**config.mk**
```make
export PLATFORM = sky130hd
export DESIGN_NAME = down_count_cascade_flat
export DESIGN_NICKNAME = d
export VERILOG_FILES = /design/src/rtl/down_count_cascade_pkg.sv /design/src/rtl/down_count_cascade_if.sv /design/src/rtl/down_count_cascade_borrow_detect.sv /design/src/rtl/down_count_cascade.sv /design/src/flat_wrapper.sv
export SDC_FILE = /design/constraint.sdc
export NUM_CORES = 1
export LEC_CHECK = 0
export ABC_AREA = 1
export CAP_MARGIN = 0
export CORE_ASPECT_RATIO = 1.1
export CORE_MARGIN = 1.5
export CORE_UTILIZATION = 39
export DETAILED_ROUTE_END_ITERATION = 10
export HOLD_SLACK_MARGIN = 0.15
export PLACE_DENSITY = 0.73
export SLEW_MARGIN = 10
export SYNTH_ARGS = -nofsm -noshare
export SYNTH_HDL_FRONTEND = slang
export SYNTH_SLANG_ARGS = --single-unit
```
**constraint.sdc**
```tcl
create_clock -name clk -period 1.17 [get_ports clk]
set_input_delay 0.234 -clock clk [delete_from_list [all_inputs] [get_ports clk]]
set_output_delay 0.234 -clock clk [all_outputs]
set_load 0.03 [all_outputs]
```
**src/rtl/down_count_cascade_pkg.sv**
```systemverilog
// Shared constants for the borrow-driven cascade timer.
// FSM encoding and upstream counter geometry.
package down_count_cascade_pkg;

  localparam int CNT_W = 4;
  localparam logic [CNT_W-1:0] CNT_ZERO = 4'h0;
  localparam logic [CNT_W-1:0] CNT_TOP  = 4'hF;

  localparam logic [1:0] IDLE = 2'd0;
  localparam logic [1:0] RUN  = 2'd1;
  localparam logic [1:0] DONE = 2'd2;

endpackage

```
**src/rtl/down_count_cascade_if.sv**
```systemverilog
// Control/status bundle between the timer and its user.
// cnt_in carries the upstream 4-bit down counter.
interface down_count_cascade_if #(
  parameter int HI_W = 4
);
  import down_count_cascade_pkg::*;

  logic [CNT_W-1:0] cnt_in;
  logic             load;
  logic [HI_W-1:0]  load_val;
  logic             start;
  logic             pause;
  logic [HI_W-1:0]  hi_out;
  logic             busy;
  logic             done;
  logic             tick;

  modport master (
    output cnt_in, load, load_val, start, pause,
    input  hi_out, busy, done, tick
  );

  modport slave (
    input  cnt_in, load, load_val, start, pause,
    output hi_out, busy, done, tick
  );

endinterface

```
**src/rtl/down_count_cascade_borrow_detect.sv**
```systemverilog
// Registered 0->F wrap detector on the upstream counter.
// First edge after reset only primes the history.
module down_count_cascade_borrow_detect
  import down_count_cascade_pkg::*;
(
  input  logic             clk,
  input  logic             reset,
  input  logic [CNT_W-1:0] i_cnt,
  output logic             o_tick
);

  logic [CNT_W-1:0] r_prev_cnt;
  logic             r_prev_valid;
  logic             r_tick;

  always_ff @(posedge clk or negedge reset) begin
    if (!reset) begin
      r_prev_cnt   <= CNT_ZERO;
      r_prev_valid <= 1'b0;
      r_tick       <= 1'b0;
    end else begin
      r_tick       <= r_prev_valid
                   && (r_prev_cnt == CNT_ZERO)
                   && (i_cnt == CNT_TOP);
      r_prev_cnt   <= i_cnt;
      r_prev_valid <= 1'b1;
    end
  end

  assign o_tick = r_tick;

endmodule

```
**src/rtl/down_count_cascade.sv**
```systemverilog
// High-order countdown stage clocked by upstream wraps.
// Pulses done after hi_out+1 unpaused ticks in RUN.
module down_count_cascade
  import down_count_cascade_pkg::*;
#(
  parameter int HI_W = 4
) (
  input logic clk,
  input logic reset,
  down_count_cascade_if.slave bus
);

  logic [1:0]      r_state;
  logic [HI_W-1:0] r_hi;
  logic            r_busy;
  logic            r_done;
  logic            w_tick;

  down_count_cascade_borrow_detect u_bd (
    .clk    (clk),
    .reset  (reset),
    .i_cnt  (bus.cnt_in),
    .o_tick (w_tick)
  );

  always_ff @(posedge clk or negedge reset) begin
    if (!reset) begin
      r_state <= IDLE;
      r_hi    <= '0;
      r_busy  <= 1'b0;
      r_done  <= 1'b0;
    end else begin
      case (r_state)
        IDLE: begin
          r_done <= 1'b0;
          if (bus.load) begin
            r_hi <= bus.load_val;
          end else if (bus.start) begin
            r_state <= RUN;
            r_busy  <= 1'b1;
          end
        end
        RUN: begin
          // paused ticks are dropped, never queued
          if (w_tick && !bus.pause) begin
            if (r_hi != '0) begin
              r_hi <= r_hi - HI_W'(1);
            end else begin
              r_state <= DONE;
              r_busy  <= 1'b0;
              r_done  <= 1'b1;
            end
          end
        end
        DONE: begin
          r_state <= IDLE;
          r_done  <= 1'b0;
        end
        default: begin
          r_state <= IDLE;
          r_busy  <= 1'b0;
          r_done  <= 1'b0;
        end
      endcase
    end
  end

  assign bus.hi_out = r_hi;
  assign bus.busy   = r_busy;
  assign bus.done   = r_done;
  assign bus.tick   = w_tick;

endmodule

```
**src/flat_wrapper.sv**
```systemverilog
// flat-port wrapper written by rule: the top's interface ports become plain ports
module down_count_cascade_flat import down_count_cascade_pkg::*;
#(
  parameter int HI_W = 4
)
  (clk, reset, bus_cnt_in, bus_load, bus_load_val, bus_start, bus_pause, bus_hi_out, bus_busy, bus_done, bus_tick);
  down_count_cascade_if #(.HI_W(HI_W)) bus_i ();
  input logic clk;
  input logic reset;
  input wire logic [$bits(bus_i.cnt_in)-1:0] bus_cnt_in;
  input wire logic [$bits(bus_i.load)-1:0] bus_load;
  input wire logic [$bits(bus_i.load_val)-1:0] bus_load_val;
  input wire logic [$bits(bus_i.start)-1:0] bus_start;
  input wire logic [$bits(bus_i.pause)-1:0] bus_pause;
  output wire logic [$bits(bus_i.hi_out)-1:0] bus_hi_out;
  output wire logic [$bits(bus_i.busy)-1:0] bus_busy;
  output wire logic [$bits(bus_i.done)-1:0] bus_done;
  output wire logic [$bits(bus_i.tick)-1:0] bus_tick;
  assign bus_i.cnt_in = bus_cnt_in;
  assign bus_i.load = bus_load;
  assign bus_i.load_val = bus_load_val;
  assign bus_i.start = bus_start;
  assign bus_i.pause = bus_pause;
  assign bus_hi_out = bus_i.hi_out;
  assign bus_busy = bus_i.busy;
  assign bus_done = bus_i.done;
  assign bus_tick = bus_i.tick;
  down_count_cascade #(.HI_W(HI_W)) u_core (.clk(clk), .reset(reset), .bus(bus_i));
endmodule
```
# Word level (Yosys, flattened, before mapping)
# Index checks and enable logic that the tools add are counted.
totals:
  wordCells: 47
  out_inout_bits: 7
  regBits: 14
op_classes:
  bitwise_logic: 1
  eq_ne: 9
  n_reduce_logical: 12
  n_addsub: 1
  n_mux: 17
ops:
  columns: ["operator", "n"]
  rows:
  - ["4-bit two-way mux", 3]
  - ["2-bit two-way mux", 4]
  - ["2-bit != test (second input constant)", 4]
  - ["4-bit one-hot mux with 2 select lines", 1]
  - ["4-bit AND reduction", 2]
  - ["1-bit two-way mux", 7]
  - ["5-bit AND reduction", 1]
  - ["4-bit equality test (second input constant)", 1]
  - ["4-bit logical NOT", 1]
  - ["2-bit by 1-bit != test with 1-bit output (second input constant)", 2]
  - ["2-bit one-hot mux with 2 select lines", 1]
  - ["4-bit nonzero test", 1]
  - ["4-bit by 1-bit subtractor with 4-bit output (second input constant)", 1]
  - ["1-bit logical AND", 3]
  - ["1-bit one-hot mux with 3 select lines", 1]
  - ["2-bit by 1-bit equality test with 1-bit output (second input constant)", 1]
  - ["2-bit equality test (second input constant)", 1]
  - ["2-bit logical NOT", 1]
  - ["2-bit AND reduction", 1]
  - ["2-bit nonzero test", 1]
  - ["1-bit logical NOT", 1]
  - ["1-bit inverter", 1]

# Longest topological paths before layout
# Gate-level depths: netlist of the first run.
logic_depth:
  depth_word: 4
  depth_mapped: 9

# Cells and area by module
# From an unflattened synthesis of the first run, not the netlist that was laid out.
hier_totals:
  hier_cells: 86
  area_unflattened_um2: 679.4
by_module_without_submodules:
  columns: ["mod", "cells_per_inst", "area_each_um2", "instances"]
  rows:
  - ["down_count_cascade", 68, 480.5, 1]
  - ["down_count_cascade_borrow_detect", 18, 198.9, 1]

# Worst setup path after synthesis of the first run
# No wires, ideal clock.
synth_path:
  path_kind: "reg2reg"
  from: "register u_core.r_hi[0], in the netlist u_core.bus.hi_out[0]"
  to: "register u_core.r_hi[3], in the netlist u_core.bus.hi_out[3]"
  t_required_ns: 1.053
  setup_ns: 0.117
  path_buffers: 0
  t_arrival_ns: 1.267
  path_stages_with_launch: 10
  path_slack_ns: -0.214
  cell_sequence: "dfrtp_1 inv_1 ha_1 nand2_1 nor2_1 nand2_1 nand2_4 inv_2 nand2_1 nand2_1"
synth_via:
  elab_chain_len: 4
  word_cells_on_any_way: 7
synth_rtl:
  columns: ["element", "line_no", "text"]
  rows:
  - ["start: declaration", "down_count_cascade.sv:14", "logic [HI_W-1:0] r_hi;"]
  - ["start signal: assignment", "down_count_cascade.sv:37", "r_hi <= bus.load_val;"]
  - ["start signal: assignment", "down_count_cascade.sv:47", "r_hi <= r_hi - HI_W'(1);"]
  - ["4-bit by 1-bit subtractor with 4-bit output", "down_count_cascade.sv:47", null]
  - ["4-bit two-way mux", "down_count_cascade.sv:46", "if (r_hi != '0) begin"]
  - ["4-bit two-way mux", "down_count_cascade.sv:45", "if (w_tick && !bus.pause) begin"]
  - ["4-bit one-hot mux with 2 select lines", "down_count_cascade.sv:33", "case (r_state)"]
# Parallel ways exist; a longest one is shown, timed or not. The select of a mux whose other input is x is not followed.
# A chain may end at the register's enable or synchronous reset.

# Worst setup path in the final report of the first run
layout_path:
  from: "register u_core.r_hi[1], in the netlist u_core.bus.hi_out[1]"
  to: "register u_core.r_hi[1], in the netlist u_core.bus.hi_out[1]"
# The elaborated chain is that of the path after synthesis.

==> summary.md, run 1 <==
| Metric | Value |
|---|---|
| Status | finished, violations left |
| Violations in the final reports | negative setup slack |
| Syn Nets | 93 |
| Hold Path Class | primary input to async pin |
| Synth Area in Compound Gates | 0.04697 |
| Bufs and invs on worst path | 2 |
| Worst stage delay on the critical path | 0.43 ns |
| Most used cell, CP | nand2_2 |
| Final setup vio count | 8 |
| Post-Syn Area per Cell | 8.093 um^2 |
| CP startpoint kind | flip-flop |
| PD cells | 2101 nW/um^2 |
| WL final | 1.441 mm |
| Starting Density | 0.4104 |
| Post-Layout Cell Count | 129 |
| Post-synthesis cell count | 79 |
| Gr usage total | 0.1717 |
| Area growth, synth to finish | 58.51% |
| Largest net degree at the start of global routing | 15 |
| Register bit total from synthesis | 14 |
| Worst setup margin | -0.09068 ns |
| Antenna diode count | 0 |
| DIE HEIGHT | 45.47 um |
| DR iter-0 viols | 8 |
| Vias/cell | 4.744 |
| Synth Warn # | 0 |
| First-pass GRT wire length | 2.311 mm |
| GPL Wtd Cong | ~0.76 |
| Reg clk slew, reported paths | 0.09 ns |
| Fin crit share | 1.078 |
| FMAX | 793.2 MHz |
| Synth Area in Adders | 0.01957 |
| Vias in the first global route | 582 |
| Critical path startpoint | u_core.bus.hi_out[1] |
| DRC Markers | 0 |
| Skew final | 0.01382 ns |
| WL/cell | 11.17 um |
| Filler cell count | 134 |
| CP endpoint kind | flip-flop |
| Inst Count DP | 120 |
| # IOs | 20 |
| VDD IR-drop max | 0.001002 V |
| Crit path arrival time | 1.45 ns |
| Synth unique cells | 15 |
| Syn Std Cell Area | between 600 and 700 um^2 |
| Most common cell after layout, fill and taps aside | nand2_1 |
| Core area | 1558 um^2 |
| Max-Cap Viols | 0 |
| H-tree levels | 1 |
| Die W | ~42 um |
| Pre-antenna DRT Iters | 4 |
| Sequence of cells on the critical path | inv_2 > ha_4 > nand2_4 > nor2_4 > nand2_2 > nand2_4 > inv_4 > nand2_2 > nand2_2 |
| CTS Buf Count | 3 |
| Detailed-route via count | 612 |
| Multi-input gate area | slightly below 300 um^2 |
| Core Util, Final | 0.6506 |
| Most frequent cells in the layout | nand2_1 (19), clkdlybuf4s50_1 (12), buf_4 (12) |
| Main combinational cell family by area after synthesis | simple AND/OR/NAND/NOR gates |
| Cell family with most CP delay | simple AND/OR/NAND/NOR gates |
| Number of port buffers | 19 |
| R2r startpoint | u_core.bus.hi_out[1] |
| CTS Root Cell | clkbuf_4 |
| Register area share after synthesis | 0.5479 |
| Final Cell Area | 1013 um^2 |
| Die area | 1892 um^2 |
| Grt total ovfl | 0 |
| Share of layout cells above drive strength 1 | 0.4018 |
| Num Clock Sinks | 14 |
| Clk buf depth | 2 |
| RSZ-0062 raised after global routing | true |
| Post-synthesis mux area share | 0 |
| Core Rows | 15 |
| Hold_ws | 0.2442 ns |
| Crit-path max FO | 6 |
| Max-slew violations | 0 |
| Post-place instance area | between 800 and 900 um^2 |
| Final min period | 1.261 ns |
| Detailed Place HPWL | around 980 um |
| Slowest-stage cell, CP | dfrtp_2 |
| Reg area | between 300 and 400 um^2 |
| Xor/xnor share of the synthesized area | 0 |
| P_leak | 0.5062 nW |
| Final Hold Vio Count | 0 |
| Fin nets | 127 |
| Post-synthesis simple-gate area fraction | 0.3092 |
| Crit path kind | flip-flop to flip-flop |
| ANT nets after route | 0 |
| CTS tree | built |
| Hold-fix buffers, CTS | 0 |
| Clock latency on the worst-skew pair | 0.29 ns |
| Initial antenna violation count | 0 |
| Required @ worst endpoint | 1.36 ns |
[cell type report]
cell class                 instances  share of cell area
sequential                        14              0.3494
multi-input combinational         53              0.2938
timing repair buffer              29              0.2630
inverter                          12             0.04691
clock buffer                       4             0.02593
tap                               17             0.02099
[per-stage QoR]
stage	TNS (ns)	total power [W]	setup slack (ns)
CTS	-0.3820	0.002012	-0.06877
global placement	-0.3803	0.001548	-0.06659
global route	-1.032	0.002303	-0.1612
finish	-0.4062	0.002129	-0.09068
detailed placement	-0.6284	0.001584	-0.1213
floorplan	-0.3374	0.001232	-0.08330
[synthesized netlist by cell type (all sizes together)]
library cell | instances | area share
dfrtp | 14 | 0.55
o21ai | 4 | 0.031
nor4 | 1 | 0.0098
nand2 | 31 | 0.20
nand3 | 5 | 0.039
conb | 1 | 0.0059
nor2 | 8 | 0.059
inv | 12 | 0.070
a21oi | 2 | 0.016
ha | 1 | 0.020
[where the power goes]
part | total [W] | internal [W] | switching (W)
logic | 0.00116 | 0.000551 | 0.000610
clock network | 0.000291 | 0.000133 | 0.000159
registers | 0.000677 | 0.000586 | 0.0000907
[kinds of logic (layout without fill, tap and decap cells)]
kind of cell,count (synthesis),in the layout
simple gates,45,45
flops,14,14
buf+inv,12,45
compound gates,6,6
fa+ha+maj,1,1
other cells,1,1
[worst paths after layout]
path                                             end  slack [ns]  depth (start not counted)
worst max-delay path            u_core.bus.hi_out[1]       -0.09                          9
worst min-delay path            u_core.bus.hi_out[2]        0.24                          2
worst max register to register  u_core.bus.hi_out[1]       -0.09                          9
worst min register to register    u_core.u_bd.o_tick        0.41                          1
max in group asynchronous            u_core.bus.busy        0.74                          2
min in group clk                  u_core.u_bd.o_tick        0.41                          1
[sequential cells by signal, indices dropped and copies added, names as in the netlist]
register,cells
u_core.bus.busy,1
u_core.bus.done,1
u_core.bus.hi_out,4
u_core.r_state,2
u_core.u_bd.o_tick,1
u_core.u_bd.r_prev_cnt,4
u_core.u_bd.r_prev_valid,1
[routing by layer]
metal	up-vias	global-route usage	wire length [um]
li1	304	-	-
met1	286	0.1995	584
met2	17	0.2813	758
met3	5	0.02381	49
met4	0	0.1548	49
met5	-	0	0
[what timing repair did]
action	in CTS	in global routing
setup endpoints to repair	9	12
gates cloned	0	0
setup buffers	2	3
pin swaps	1	1
hold endpoints to repair	0	0
gates resized for setup	6	13
No activity file was read; power rests on OpenSTA's default activity.
==> run 2: changes to the inputs <==
- RECOVER_POWER: not set -> 100
==> summary.md, run 2 (same netlist as run 1, synthesis figures left out) <==
| Metric | Value |
|---|---|
| Final min period | 1.263 ns (was 1.261 ns) |
| Clk buf depth | 2 (unchanged) |
| R2r worst-path depth | 9 (unchanged) |
| Starting Density | 0.4104 (unchanged) |
| Vias in the first global route | 582 (unchanged) |
| Switch Pwr | 0.0008582 W (was 0.0008593 W) |
| Hold-fix buffers, CTS | 0 (unchanged) |
| Detailed-route via count | 611 (was 612) |
| WL final | 1.454 mm (was 1.441 mm) |
| R2r startpoint | u_core.bus.hi_out[1] (unchanged) |
| Largest net degree at the start of global routing | 15 (unchanged) |
| R2R Path End | u_core.bus.hi_out[1] (unchanged) |
| Final Hold Vio Count | 0 (unchanged) |
| Slew headroom | 0.4998 |
| CTS Root Cell | clkbuf_4 (unchanged) |
| P_int | 0.001265 W (was 0.001270 W) |
| Gr usage total | 0.1717 (unchanged) |
| Required @ worst endpoint | 1.36 ns (about the same) |
| CP startpoint kind | flip-flop (unchanged) |
| Worst setup margin | -0.09293 ns (was -0.09068 ns) |
| Die W | 41.61 um (unchanged) |
| Max-slew violations | 0 (unchanged) |
| Fin crit share | 1.079 (was 1.078) |
| Filler cell count | 137 (was 134) |
| Share of layout cells above drive strength 1 | 0.3929 (was 0.4018) |
| Crit path kind | flip-flop to flip-flop (unchanged) |
| PD cells | 2108 nW/um^2 (was 2101 nW/um^2) |
| Final setup vio count | 8 (unchanged) |
| Crit path arrival time | 1.45 ns (about the same) |
| FMAX | 791.8 MHz (was 793.2 MHz) |
| Status | finished, violations left (unchanged) |
| Num Clock Sinks | 14 (unchanged) |
| WL/cell | 11.27 um (was 11.17 um) |
| DR iter-0 viols | 8 (unchanged) |
| Most common cell after layout, fill and taps aside | nand2_1 (unchanged) |
| Sw Ratio | 0.4042 (was 0.4036) |
| Setup TNS | -0.4000 ns (was -0.4062 ns) |
| Clk pwr share | 0.136 (was 0.137) |
| Post-place instance area | 890.9 um^2 (unchanged) |
| H-tree levels | 1 (unchanged) |
| Hold Path Class | flip-flop to flip-flop (was primary input to async pin) |
| Initial antenna violation count | 0 (unchanged) |
| DIE HEIGHT | 45.47 um (unchanged) |
| Hold Path End | u_core.u_bd.o_tick |
| First-pass GRT wire length | 2.311 mm (unchanged) |
| VDD IR-drop max | 0.001001 V (was 0.001002 V) |
| GPL Wtd Cong | 0.7623 (unchanged) |
| P_leak | 0.5034 nW (was 0.5062 nW) |
| Die area | 1892 um^2 (unchanged) |
| Crit-path max FO | 6 (unchanged) |
| Grt total ovfl | 0 (unchanged) |
| Area growth, synth to finish | 57.53% (was 58.51%) |
| Vias/cell | 4.736 (was 4.744) |
| Max-Cap Viols | 0 (unchanged) |
| Comb pwr share | 0.545 (about the same) |
| Clock latency on the worst-skew pair | 0.29 ns (about the same) |
| Reg clk slew, reported paths | 0.09 ns (about the same) |
| Core Rows | 15 (unchanged) |
| Pre-antenna DRT Iters | 4 (unchanged) |
| Detailed Place HPWL | 983.9 um (unchanged) |
| Final Cell Area | 1007 um^2 (was 1013 um^2) |
| ANT nets after route | 0 (unchanged) |
| CP endpoint kind | flip-flop (unchanged) |
| Hold Path Depth | 1 |
| Most frequent cells in the layout | nand2_1 (19), dfrtp_1 (11), nand2_2 (10) (was nand2_1 (19), clkdlybuf4s50_1 (12), buf_4 (12)) |
| Worst Hold Launch | u_core.u_bd.r_prev_cnt[0] |
| Worst-margin pin slew | between 0.7 and 0.8 ns |
| Skew final | 0.01231 ns (was 0.01382 ns) |
| RSZ-0062 raised after global routing | true (unchanged) |
| Sequential power share | 0.319 (was 0.318) |
| Fin nets | 127 (unchanged) |
| Core area | 1558 um^2 (unchanged) |
| Violations in the final reports | negative setup slack (unchanged) |
| CTS tree | built (unchanged) |
| Number of port buffers | 19 (unchanged) |
| CTS Buf Count | 3 (unchanged) |
| # IOs | 20 (unchanged) |
| DRC Markers | 0 (unchanged) |
| R2R Setup Slk | -0.09 ns (about the same) |
| Antenna diode count | 0 (unchanged) |
[run 2: cell type report]
type	count	area, um^2	share of cell area
timing repair buffer	29	260.3	0.2584
inverter	12	47.55	0.04720
sequential	14	354.1	0.3516
multi-input combinational	53	297.8	0.2957
tap	17	21.27	0.02112
clock buffer	4	26.28	0.02609
[run 2: metal layers]
metal	wire (um)	up-vias	GRT usage
li1	-	305	-
met1	599	284	0.1995
met2	755	17	0.2813
met3	49	5	0.02381
met4	49	0	0.1548
met5	0	-	0
[run 2: how the worst max path moves through the flow]
stage | start | slack, ns | end | depth (start not counted)
after global routing | u_core.bus.hi_out[0] | -0.16 | u_core.bus.hi_out[1] | 9
after CTS | u_core.bus.hi_out[0] | -0.07 | u_core.bus.hi_out[3] | 9
after global placement | bus_pause | -0.07 | u_core.bus.hi_out[0] | 8
final | u_core.bus.hi_out[1] | -0.09 | u_core.bus.hi_out[1] | 9
after floorplan | u_core.bus.hi_out[0] | -0.08 | u_core.bus.hi_out[3] | 9
after detailed placement | bus_pause | -0.12 | u_core.bus.hi_out[0] | 8
[run 2: timing repair]
action                                  in CTS  in global routing
cloned                                       0                  0
endpoints found under the setup margin       9                 12
hold endpoints to repair                     0                  0
pin swaps                                    1                  1
gates resized for setup                      6                 13
buffers inserted                             2                  3
[run 2: power by group through the flow]
stage | sequential [W] | clock (W) | combinational, W
4_1_cts | 0.000671 | 0.000300 | 0.00104
2_1_floorplan | 0.000835 | 0 | 0.000397
3_5_place_dp | 0.000674 | 0 | 0.000910
5_1_grt | 0.000691 | 0.000321 | 0.00129
6_report | 0.000677 | 0.000289 | 0.00116
3_3_place_gp | 0.000674 | 0 | 0.000875
[run 2: worst max-delay path, cell delays in order (launching register included)]
cell and delay (ns):
dfrtp_2 0.43, inv_2 0.07, ha_4 0.15, nand2_4 0.06
nor2_4 0.10, nand2_2 0.07, nand2_4 0.11, inv_4 0.06
nand2_2 0.07, nand2_2 0.04
[run 2: stage by stage]
step	utilization	hold slack [ns]	worst slack [ns]	total power [W]	cells
after CTS	0.6137	0.2476	-0.06877	0.002012	126
final	0.6466	0.4069	-0.09293	0.002123	129
after floorplan	-	-0.06159	-0.08330	0.001232	79
after global placement	0.5719	0.3890	-0.06659	0.001548	120
after global routing	0.6466	0.4180	-0.1612	0.002298	129
after detailed placement	0.5719	0.3998	-0.1213	0.001584	120
==> run 3: changes to the inputs <==
--- a/constraint.sdc
+++ b/constraint.sdc
@@ -3,2 +3,2 @@
 set_output_delay 0.234 -clock clk [all_outputs]
-set_load 0.03 [all_outputs]
+set_load 0.02 [all_outputs]
==> summary.md, run 3 (same netlist as run 1, synthesis figures left out) <==
| Metric | Value |
|---|---|
| Vias/cell | 4.638 (was 4.736) |
| Most used cell, CP | nand2_1 (was nand2_2) |
| Post-place instance area | 923.4 um^2 (was 890.9 um^2) |
| R2r startpoint | u_core.bus.hi_out[1] (unchanged) |
| Clock latency on the worst-skew pair | 0.28 ns (was 0.29 ns) |
| Final min period | 1.220 ns (was 1.263 ns) |
| Sw Ratio | 0.3885 (was 0.4042) |
| CTS Buf Count | 3 (unchanged) |
| ANT nets after route | 0 (unchanged) |
| R2r worst-path depth | 9 (unchanged) |
| Cell family with most CP delay | simple AND/OR/NAND/NOR gates (unchanged) |
| Required @ worst endpoint | 1.33 ns (was 1.36 ns) |
| Hold Path Depth | 1 (unchanged) |
| Pre-antenna DRT Iters | 4 (unchanged) |
| Gr usage total | 0.1618 (was 0.1717) |
| Largest net degree at the start of global routing | 15 (unchanged) |
| Status | finished, violations left (unchanged) |
| Clk buf depth | 2 (unchanged) |
| Sequential power share | 0.331 (was 0.319) |
| CP startpoint kind | flip-flop (unchanged) |
| Worst setup margin | -0.05011 ns (was -0.09293 ns) |
| Skew final | 0.01543 ns (was 0.01231 ns) |
| Hold Path Class | flip-flop to flip-flop (unchanged) |
| Slowest-stage cell, CP | dfrtp_2 (unchanged) |
| Starting Density | 0.4104 (unchanged) |
| Antenna diode count | 0 (unchanged) |
| P_int | 0.001190 W (was 0.001265 W) |
| Worst Hold Launch | u_core.u_bd.r_prev_cnt[1] (was u_core.u_bd.r_prev_cnt[0]) |
| R2R Setup Slk | -0.05 ns (was -0.09 ns) |
| DIE HEIGHT | 45.47 um (unchanged) |
| Reg clk slew, reported paths | 0.09 ns (about the same) |
| Hold Path End | u_core.u_bd.o_tick (unchanged) |
| Crit path kind | flip-flop to flip-flop (unchanged) |
| Share of layout cells above drive strength 1 | 0.3274 (was 0.3929) |
| Final Cell Area | 973.4 um^2 (was 1007 um^2) |
| FMAX | 819.6 MHz (was 791.8 MHz) |
| Critical path depth | 9 (unchanged) |
| WL final | 1.304 mm (was 1.454 mm) |
| WL/cell | 10.03 um (was 11.27 um) |
| Filler cell count | 140 (was 137) |
| DRC Markers | 0 (unchanged) |
| Max-Cap Viols | 0 (unchanged) |
| Slew headroom | 0.5153 (was 0.4998) |
| Die area | 1892 um^2 (unchanged) |
| Core area | 1558 um^2 (unchanged) |
| Comb pwr share | 0.525 (was 0.545) |
| Crit path arrival time | 1.38 ns (was 1.45 ns) |
| Grt total ovfl | 0 (unchanged) |
| Crit-path max FO | 3 (was 6) |
| Max-slew violations | 0 (unchanged) |
| Clk pwr share | 0.144 (was 0.136) |
| Reg area | 352.8 um^2 (was 354.1 um^2) |
| Area growth, synth to finish | 52.25% (was 57.53%) |
| DP Worst Slack | -0.07972 ns (was -0.1213 ns) |
| Sequence of cells on the critical path | inv_2 > ha_4 > nand2_4 > nor2_4 > nand2_1 > nand2_1 > nand2_1 > nand2_1 > nand2_1 (was inv_2 > ha_4 > nand2_4 > nor2_4 > nand2_2 > nand2_4 > inv_4 > nand2_2 > nand2_2) |
| Multi-input gate area | 279.0 um^2 (was 297.8 um^2) |
| GPL Wtd Cong | 0.8297 (was 0.7623) |
| Num Clock Sinks | 14 (unchanged) |
| Initial antenna violation count | 0 (unchanged) |
| VDD IR-drop max | 0.001204 V (was 0.001001 V) |
| Die W | 41.61 um (unchanged) |
| Number of port buffers | 19 (unchanged) |
| CTS Root Cell | clkbuf_4 (unchanged) |
| RSZ-0062 raised after global routing | true (unchanged) |
| Violations in the final reports | negative setup slack (unchanged) |
| Final Hold Vio Count | 0 (unchanged) |
| Detailed-route via count | 603 (was 611) |
| Core Rows | 15 (unchanged) |
| Fin crit share | 1.043 (was 1.079) |
| Switch Pwr | 0.0007561 W (was 0.0008582 W) |
| Fin nets | 128 (was 127) |
| H-tree levels | 1 (unchanged) |
| First-pass GRT wire length | 2.249 mm (was 2.311 mm) |
| Vias in the first global route | 579 (was 582) |
| CTS tree | built (unchanged) |
| DR iter-0 viols | 9 (was 8) |
| Worst stage delay on the critical path | 0.43 ns (about the same) |
| Worst-margin pin slew | 0.7271 ns (was 0.7502 ns) |
| Detailed Place HPWL | 975.1 um (was 983.9 um) |
| Hold-fix buffers, CTS | 0 (unchanged) |
| Most frequent cells in the layout | nand2_1 (24), dfrtp_1 (12), buf_4 (10) (was nand2_1 (19), dfrtp_1 (11), nand2_2 (10)) |
| Bufs and invs on worst path | 1 (was 2) |
| # IOs | 20 (unchanged) |
| Most common cell after layout, fill and taps aside | nand2_1 (unchanged) |
| Final setup vio count | 5 (was 8) |
| CP endpoint kind | flip-flop (unchanged) |
| P_leak | 0.4991 nW (was 0.5034 nW) |
| R2R Path End | u_core.bus.busy (was u_core.bus.hi_out[1]) |
| PD cells | 1999 nW/um^2 (was 2108 nW/um^2) |
==> run 3: cell count changes in the layout (fill, tap and decap cells not counted), moves of 2 or more <==
cell,before,now
clkbuf_2,0,3
clkdlybuf4s15_2,0,2
nand2_2,10,5
buf_6,5,0
nand2_1,19,24
==> run 3: per-stage QoR <==
stage / setup TNS, ns / hold slack (ns) / std cells / total power [W] / util
finish: -0.1617 / 0.4144 / 130 / 0.001946 / 0.6249
CTS: -0.2116 / 0.2460 / 128 / 0.001932 / 0.6249
floorplan: -0.2307 / -0.06159 / 79 / 0.001172 / -
detailed placement: -0.4642 / 0.4024 / 122 / 0.001580 / 0.5928
global route: -0.6985 / 0.4498 / 130 / 0.002119 / 0.6249
global placement: -0.4924 / 0.3949 / 122 / 0.001551 / 0.5928
==> run 3: cell type report <==
cell class	instances	area share
tap	17	0.02185
timing repair buffer	30	0.2532
multi-input combinational	53	0.2866
clock buffer	4	0.02699
sequential	14	0.3625
inverter	12	0.04884
==> run 3: worst reg2reg max path: cells and delay by family (launching register included) <==
family | cells | cell delay [ns]
and+or+nand+nor | 7 | 0.45
DFF | 1 | 0.43
adders and majority gates | 1 | 0.15
buffers and inverters | 1 | 0.07
==> run 3: layer usage <==
layer  GRT usage  share of wire  vias to the layer above
met3     0.03571          0.044                        2
met5           0              0                        -
met2      0.2594           0.51                       17
met1      0.2005           0.43                      277
met4      0.1032          0.015                        0
li1            -              -                      307
==> run 3: how the worst max path moves through the flow <==
stage,from,to
finish,u_core.bus.hi_out[1],u_core.bus.busy
global route,u_core.bus.hi_out[0],u_core.bus.busy
CTS,u_core.bus.hi_out[1],u_core.bus.hi_out[0]
detailed placement,bus_pause,u_core.bus.hi_out[0]
global placement,bus_pause,u_core.bus.hi_out[0]
floorplan,u_core.bus.hi_out[0],u_core.bus.hi_out[0]
==> run 3: repair_timing <==
action | in CTS | in global routing
hold endpoints to repair | 0 | 0
buffers inserted | 2 | 2
setup endpoints to repair | 14 | 11
pin swaps | 3 | 2
gates resized for setup | 26 | 6
==> run 3: power by group through the flow <==
stage / Clock [W] / Combinational [W] / Sequential, W
finish: 0.000280 / 0.00102 / 0.000644
global route: 0.000304 / 0.00116 / 0.000657
CTS: 0.000295 / 0.000992 / 0.000645
detailed placement: 0 / 0.000923 / 0.000657
global placement: 0 / 0.000897 / 0.000654
floorplan: 0 / 0.000398 / 0.000774
